$ cat src/rtl/uart_rx_os.sv
// Oversampling UART receiver with a 2-flop synchroniser, a local tick divider, 2-of-3 majority
// voting at mid-bit, and parity and stop checks. Each completed frame gives a one-cycle done pulse.
module uart_rx_os #(
  parameter int unsigned CLK_SPEED = 100_000_000,
  parameter int unsigned BAUDRATE  = 921600,
  parameter int unsigned D_BITS    = 8,
  parameter int unsigned SP_BITS   = 1,
  parameter int unsigned OSR       = 16,
  parameter int unsigned PARITY    = 0
) (
  input  logic              i_clk,
  input  logic              i_rst,
  input  logic              i_rx,
  output logic [D_BITS-1:0] o_data,
  output logic              o_rx_done,
  output logic              o_frame_err,
  output logic              o_parity_err,
  output logic              o_busy
);

  localparam int unsigned DivRaw = (CLK_SPEED + BAUDRATE * OSR / 2) / (BAUDRATE * OSR);
  localparam int unsigned Div    = (DivRaw < 1) ? 1 : DivRaw;
  localparam int unsigned DW     = (Div > 1) ? $clog2(Div) : 1;
  localparam int unsigned SW     = $clog2(OSR);
  localparam int unsigned BW     = $clog2(D_BITS + 1);
  localparam int unsigned Half   = OSR / 2;

  localparam logic [DW-1:0] DivLast = DW'(Div - 1);
  localparam logic [SW-1:0] SEarly  = SW'(Half - 1);
  localparam logic [SW-1:0] SMid    = SW'(Half);
  localparam logic [SW-1:0] SVote   = SW'(Half + 1);
  localparam logic [SW-1:0] SLast   = SW'(OSR - 1);
  localparam logic [BW-1:0] BitsEnd = BW'(D_BITS);
  localparam logic [1:0]    StopEnd = 2'(SP_BITS - 1);

  typedef enum logic [2:0] {StIdle, StStart, StData, StParity, StStop} state_e;

  state_e            state_q, state_d;
  logic              rx_meta, rx_sync;
  logic [DW-1:0]     div_cnt;
  logic [SW-1:0]     s_cnt;
  logic [SW-1:0]     high_cnt;
  logic [1:0]        samp_q;
  logic [BW-1:0]     bit_cnt;
  logic [1:0]        stop_cnt;
  logic [D_BITS-1:0] shift_q;
  logic              par_q;
  logic              ferr_acc;
  logic              armed;

  logic tick, vote, vote_tick, bit_end, start_det;
  logic done_d, frame_err_d, parity_err_d;

  assign tick      = (div_cnt == DivLast);
  assign vote      = (samp_q[0] & samp_q[1]) | (samp_q[0] & rx_sync) | (samp_q[1] & rx_sync);
  assign vote_tick = tick && (s_cnt == SVote);
  assign bit_end   = tick && (s_cnt == SLast);
  assign start_det = (state_q == StIdle) && armed && !rx_sync;

  always_ff @(posedge i_clk or posedge i_rst) begin
    if (i_rst) state_q <= StIdle;
    else       state_q <= state_d;
  end

  always_comb begin
    state_d = state_q;
    unique case (state_q)
      StIdle:   if (start_det) state_d = StStart;
      StStart: begin
        if (vote_tick && vote) state_d = StIdle;
        else if (bit_end)      state_d = StData;
      end
      StData: begin
        if (bit_end && bit_cnt == BitsEnd) state_d = (PARITY != 0) ? StParity : StStop;
      end
      StParity: if (bit_end) state_d = StStop;
      StStop:   if (vote_tick && stop_cnt == StopEnd) state_d = StIdle;
      default:  state_d = StIdle;
    endcase
  end

  always_comb begin
    o_busy       = (state_q != StIdle);
    done_d       = (state_q == StStop) && vote_tick && (stop_cnt == StopEnd);
    frame_err_d  = ferr_acc | ~vote;
    parity_err_d = 1'b0;
    if (PARITY == 1)      parity_err_d = ~(^shift_q ^ par_q);
    else if (PARITY == 2) parity_err_d = ^shift_q ^ par_q;
  end

  always_ff @(posedge i_clk or posedge i_rst) begin
    if (i_rst) begin
      rx_meta      <= 1'b1;
      rx_sync      <= 1'b1;
      armed        <= 1'b1;
      div_cnt      <= '0;
      s_cnt        <= '0;
      high_cnt     <= '0;
      samp_q       <= '0;
      bit_cnt      <= '0;
      stop_cnt     <= '0;
      shift_q      <= '0;
      par_q        <= 1'b0;
      ferr_acc     <= 1'b0;
      o_data       <= '0;
      o_rx_done    <= 1'b0;
      o_frame_err  <= 1'b0;
      o_parity_err <= 1'b0;
    end else begin
      rx_meta   <= i_rx;
      rx_sync   <= rx_meta;
      o_rx_done <= done_d;

      if (start_det) begin
        // Re-phase the tick so the mid-bit vote lands relative to the detected edge.
        div_cnt  <= '0;
        s_cnt    <= '0;
        bit_cnt  <= '0;
        stop_cnt <= '0;
        ferr_acc <= 1'b0;
      end else begin
        div_cnt <= tick ? '0 : div_cnt + 1'b1;
        if (tick && state_q != StIdle) s_cnt <= (s_cnt == SLast) ? '0 : s_cnt + 1'b1;
        if (tick && s_cnt == SEarly) samp_q[0] <= rx_sync;
        if (tick && s_cnt == SMid)   samp_q[1] <= rx_sync;
        if (vote_tick) begin
          case (state_q)
            StData: begin
              shift_q <= {vote, shift_q[D_BITS-1:1]};
              bit_cnt <= bit_cnt + 1'b1;
            end
            StParity: par_q <= vote;
            StStop: begin
              ferr_acc <= ferr_acc | ~vote;
              stop_cnt <= stop_cnt + 1'b1;
            end
            default: ;
          endcase
        end
      end

      if (done_d) begin
        o_data       <= shift_q;
        o_frame_err  <= frame_err_d;
        o_parity_err <= parity_err_d;
      end

      // After a framing error, hold off until the line has idled high for a full bit.
      if (done_d && frame_err_d) begin
        armed    <= 1'b0;
        high_cnt <= '0;
      end else if (!armed && state_q == StIdle && tick) begin
        if (!rx_sync)               high_cnt <= '0;
        else if (high_cnt == SLast) armed    <= 1'b1;
        else                        high_cnt <= high_cnt + 1'b1;
      end
    end
  end

endmodule

$ cat config.mk
export PLATFORM = sky130hd
export DESIGN_NAME = uart_rx_os
export DESIGN_NICKNAME = d
export VERILOG_FILES = /design/src/rtl/uart_rx_os.sv
export SDC_FILE = /design/constraint.sdc
export NUM_CORES = 1
export LEC_CHECK = 0
export ABC_CLOCK_PERIOD_IN_PS = 2770
export CORE_MARGIN = 1
export CORE_UTILIZATION = 40
export DETAILED_ROUTE_END_ITERATION = 7
export HOLD_SLACK_MARGIN = 0.08
export PLACE_DENSITY = 0.57
export SKIP_CTS_REPAIR_TIMING = 1
export SYNTH_ARGS = -nofsm -noshare
export SYNTH_HDL_FRONTEND = slang
export SYNTH_SLANG_ARGS = --single-unit
$ cat constraint.sdc
create_clock -name i_clk -period 2.77 [get_ports i_clk]
set_input_delay 0.6925 -clock i_clk [delete_from_list [all_inputs] [get_ports i_clk]]
set_output_delay 0.6925 -clock i_clk [all_outputs]
set_load 0.005 [all_outputs]
==> results.toml, run 1 <==
[detailed_routing]
wl_met3_um = 119
drc = 0
route.met2.wl_um = 1800
drt-pass1-iter-count = 4
ant_nets = 0
wl_met1_um = 1820
topRoutingLayerUsed = "met4"
viasPerCell = 5.31
drt_iter0_drc = 80
drt_wl_total_um = 3840
vias = 1433
wire_per_inst_um = 14.2

[floorplan]
num_rows = 25
dieArea_um2 = 5420
die_y_um = 73.6
die_x_um = 73.6
start_util_pct = 42.6
top_level_ports = 15
coreArea_um2 = 4820

[setup_path]
rr_startpoint = "state_q[2]"
cp.required_ps = 2080
cp-end-kind = "output pin"
worstReg2RegEnd = "high_cnt[3]"
crit_arrival_ps = 1630
crit_path_start_kind = "flop"
crit_fanout = 7
r2r.worst_path.cells = 5
worstSetupPathType = "reg2out"
reg2reg_slack_ps = 500

[logic_synthesis]
synthArstFlopShare_pct = 100
synthMuxAreaShare_pct = 9.76
avgSynthCellArea_um2 = 10.9
synthAdderAreaFrac_pct = 4.76
synth_compound_area_share_pct = 7.87
synth_seq_cells = 44
ys_types = 42
synthFlopType = "dfrtp_1"
synth-xor-area-share_pct = 1.71
synthTopCellsByArea = "dfrtp_1, mux2_2, ha_1"
synth_area_um2 = 2050
syn-num-nets = 198
synthSimpleGateAreaFrac_pct = 17.9
synth_most_common_cell = "dfrtp_1"
yosys-top-cells-count = "dfrtp_1, nand2_1, mux2_2"
syn_inst = 188
yosys_warnings = 0
yosysTopAreaCellShare_pct = 50.0
synth_sequential_area_ratio_pct = 53.9
synth_top_family_by_area = "simple AND/OR/NAND/NOR gates"
synth_top_cell_by_area = "dfrtp_1"
synth_edf_count = 0

[power]
intPower_w = 0.000932
p_sw_share_pct = 28.1
seqPwrFrac_pct = 58.1
fin_total_pwr_w = 0.00130
p_switching_w = 0.000363
leakage_nw = 1.09
powerDensity_nw_per_um2 = 556
peakVddDrop_uv = 288
p_clk_share_pct = 30.1
comb_power_share_pct = 11.8

[cells_and_area]
nFillCells = 443
syn_to_final_growth_pct = 13.6
regArea_um2 = 1100
multi_input_area_um2 = 866
diodes = 0
nNetsFinal = 212
finalNonFillerCells = 270
layout-drive-gt1-share_pct = 16.3

[sta]
period_minus_slack_ps = 2320
fin_crit_sh_pct = 83.8
maxSlewHeadroom_pct = 45.4
hold_viol = 0
setup-tns-final_ps = 0
fin_skew_ps = 4.83
rsz0062_at_grt = "false"
worst_slew_pin_slew_ps = 816
drv_slew = 0
max_freq_mhz = 431
setup_viol = 0

[min_path]
min_to = "rx_sync"
worstHoldStart = "rx_meta"
holdPathStages = 0
hp-class = "reg2reg"

[grt]
grt_max_degree = 45
grt_pass1_wl_um = 6730
grt_overflow = 0
grt_pass1_vias = 1412
antenna_found_initial = 0
groute.usage.overall_pct = 16.8

[cts]
cts_sinks = 44
path_clk_slew_ps = 80
clockBufferDepth = 2
htreeDepth = 2
cts_tree = "yes"
numCtsBuffers = 5
worstSkewPairLatency_ps = 290
clockRootBuffer = "clkbuf_8"

[outcome]
outcome = "complete, no violations"

[placement]
io_buffers = 13
dp.cells = 262
gp_congestion = 0.836
dp_hpwl_um = 2660

[flow_run]
drv_cap = 0
==> worst max-delay path: stages, from the launching register on <==
cell and delay, ps:
dfrtp_1 460, nor3_4 330, inv_2 80, clkdlybuf4s50_1 470
==> worst max path at each step <==
stage / startpoint / to / slack [ps] / cells after the start
floorplan: state_q[2] / high_cnt[3] / 620 / 6
global placement: state_q[2] / high_cnt[3] / 560 / 5
detailed placement: state_q[1] / high_cnt[3] / 510 / 5
CTS: state_q[1] / o_busy / 440 / 3
global route: state_q[1] / o_busy / 370 / 3
finish: state_q[2] / o_busy / 450 / 3
==> flip-flops by register name, indices dropped and copies added, names as in the netlist, 2 cells and up <==
name,cells
bit_cnt,4
div_cnt,3
high_cnt,4
o_data,8
s_cnt,4
samp_q,2
shift_q,8
state_q,3
stop_cnt,2
==> metal layers <==
| layer | vias up | global-route usage, % |
|---|---|---|
| met5 | - | 0 |
| met4 | 0 | 7.69 |
| met3 | 15 | 4.66 |
| met2 | 26 | 26.0 |
| met1 | 709 | 21.8 |
| li1 | 683 | - |
==> placed cells by master (no fill, tap or decap), types with 2 or more instances in the layout <==
cell type / netlist / layout
a21oi_1: 10 / 10
a31oi_1: 3 / 3
and3_1: 3 / 3
and3b_1: 3 / 3
buf_4: 1 / 2
clkbuf_8: 0 / 5
clkdlybuf4s50_1: 0 / 13
dfrtp_1: 41 / 41
dfstp_2: 3 / 3
ha_1: 7 / 7
inv_1: 11 / 11
mux2_2: 16 / 16
mux2i_1: 2 / 2
nand2_1: 18 / 18
nand3_1: 8 / 8
nand3b_1: 3 / 3
nand4_1: 4 / 4
nor2_1: 13 / 13
nor3_1: 2 / 2
nor3b_1: 4 / 4
o21ai_0: 4 / 4
o31ai_1: 2 / 2
or4_1: 2 / 2
xor2_1: 3 / 3
==> per-stage QoR <==
stage	setup WS (ps)	hold slack, ps	util, %	area [um2]
floorplan	623	345	-	2050
global placement	555	348	46.6	2240
detailed placement	514	348	46.6	2240
CTS	437	360	48.4	2330
global route	369	364	48.4	2330
finish	448	358	48.4	2330
==> power by group through the flow <==
| stage | clock (W) | sequential (W) | combinational, W |
|---|---|---|---|
| after floorplan | 0 | 0.000747 | 0.000122 |
| after global placement | 0 | 0.000757 | 0.000143 |
| after detailed placement | 0 | 0.000764 | 0.000155 |
| after CTS | 0.000406 | 0.000751 | 0.000157 |
| after global routing | 0.000440 | 0.000762 | 0.000176 |
| final | 0.000390 | 0.000752 | 0.000153 |
==> cells by family after synthesis <==
group,after synthesis
buf+inv,20
fa+ha+maj,8
xor+xnor,4
compound gates,26
mux,18
other cells,1
flops,44
simple gates,67
==> area by class of cell <==
cell class	instances	area share (%)
flip-flops and latches	44	47.4
clock buffers	6	3.11
inverters	12	1.93
multi-input cells	124	37.2
repair buffers	15	6.23
clock inverters	2	0.537
well taps	67	3.60
Power figures use the tool's default switching activity.
==> run 2, diff against run 1 <==
- ABC_CLOCK_PERIOD_IN_PS: 2770 -> 2400
- clock period: 2.77 -> 2.4 ns (I/O delays scaled with it)
==> results.toml, run 2 (synthesis results as in run 1) <==
[sta]
max_freq_mhz = 456
timing.hold.ws_ps = 360
period_minus_slack_ps = 2190
setup_viol = 0
worst_slew_pin_slew_ps = 559
fin_skew_ps = 6.57
maxSlewHeadroom_pct = 62.7
fin_ws_ps = 208
fin_crit_sh_pct = 91.3
rsz0062_at_grt = "false"
drv_slew = 0
hold_viol = 0
setup-tns-final_ps = 0

[detailed_routing]
drt-pass1-iter-count = 4
vias = 1441
drc = 0
drt_wl_total_um = 3770
drt_iter0_drc = 85
ant_nets = 0
viasPerCell = 5.28
wire_per_inst_um = 13.8

[setup_path]
reg2reg_slack_ps = 210
path_cells = "nor3_4, inv_2, or4_1, or4b_1, a31oi_1"
worstSetupPathType = "reg2reg"
cp-end-kind = "flop"
crit_arrival_ps = 2410
crit_fanout = 8
cp.required_ps = 2610
crit_slowest_cell = "or4_1"
cp_slowest_stage_delay_ps = 630
crit_path_start_kind = "flop"

[cts]
clockBufferDepth = 2
numCtsBuffers = 5
worstSkewPairLatency_ps = 290
htreeDepth = 2
cts_sinks = 44
cts_tree = "yes"
clockRootBuffer = "clkbuf_8"
path_clk_slew_ps = 80

[cells_and_area]
layout_commonest_cell = "dfrtp_1"
finalNonFillerCells = 273
layout-drive-gt1-share_pct = 17.5
nFillCells = 460
diodes = 0
syn_to_final_growth_pct = 17.0
mostFrequentLayoutCells = "dfrtp_1, nand2_1, mux2_2, nor2_1, clkdlybuf4s50_1"
nNetsFinal = 215
largestRegisters = "o_data: 8 flops, shift_q: 8 flops"
postLayoutCoreUtil_pct = 49.8

[power]
leakage_nw = 1.12
seqPwrFrac_pct = 50.9
p_switching_w = 0.000409
comb_power_share_pct = 10.7
intPower_w = 0.00129
p_clk_share_pct = 38.4
powerDensity_nw_per_um2 = 710
p_sw_share_pct = 24.0
peakVddDrop_uv = 351

[floorplan]
die_y_um = 73.6
top_level_ports = 15
dieArea_um2 = 5420
coreArea_um2 = 4820
start_util_pct = 42.6
die_x_um = 73.6
num_rows = 25

[placement]
io_buffers = 13
dp.cells = 265
dp_hpwl_um = 2710
post-place-ws_ps = 230
gp_congestion = 0.785

[grt]
antenna_found_initial = 0
grt_max_degree = 45
grt_overflow = 0
grt_pass1_vias = 1415
grt_pass1_wl_um = 6480
groute.usage.overall_pct = 15.9

[outcome]
outcome = "complete, no violations"

[min_path]
hp-class = "reg2reg"

[flow_run]
drv_cap = 0
[run 2: cell count changes in the layout (fill, tap and decap cells not counted), sizes merged]
cell,before,now
clkinvlp,1,0
buf,2,5
clkinv,1,0
bufinv,0,2
[run 2: cell type report]
type	instances	area [um2]	area share [%]
clock inverters	2	60.1	2.50
repair buffers	18	168	6.99
well taps	67	83.8	3.49
multi-input cells	124	866	36.1
clock buffers	6	72.6	3.02
inverters	12	45.0	1.88
flip-flops and latches	44	1100	46.0
[run 2: per-stage QoR]
stage | power, W | cell area, um2
after CTS | 0.00173 | 2400
after global routing | 0.00180 | 2400
after floorplan | 0.00100 | 2050
after detailed placement | 0.00107 | 2270
final | 0.00170 | 2400
after global placement | 0.00105 | 2270
[run 2: final timing paths]
kind	cells after the start	endpoint	start
max	5	high_cnt[3]	state_q[2]
min	0	rx_sync	rx_meta
max reg2reg	5	high_cnt[3]	state_q[2]
min reg2reg	0	rx_sync	rx_meta
max in group asynchronous	3	bit_cnt[3]	i_rst
min in group asynchronous	3	high_cnt[3]	i_rst
[run 2: critical path, delay by kind of cell, from the launching register on]
kind	cells	cell delay [ps]
DFF	1	460
AOI/OAI and AO/OA	1	170
buffers and inverters	1	70
and+or+nand+nor	3	1410
[run 2: power groups by stage]
stage	sequential [W]	combinational, W	clock [W]
2_1_floorplan	0.000862	0.000141	0
3_3_place_gp	0.000874	0.000176	0
3_5_place_dp	0.000881	0.000185	0
4_1_cts	0.000866	0.000186	0.000676
5_1_grt	0.000880	0.000212	0.000708
6_report	0.000867	0.000182	0.000655
[run 2: routing by layer]
metal | vias up | track usage [%] | wire length [um]
li1 | 687 | - | -
met5 | - | 0 | 0
met4 | 0 | 5.77 | 54
met1 | 726 | 20.6 | 1690
met3 | 7 | 4.12 | 149
met2 | 21 | 25.7 | 1870
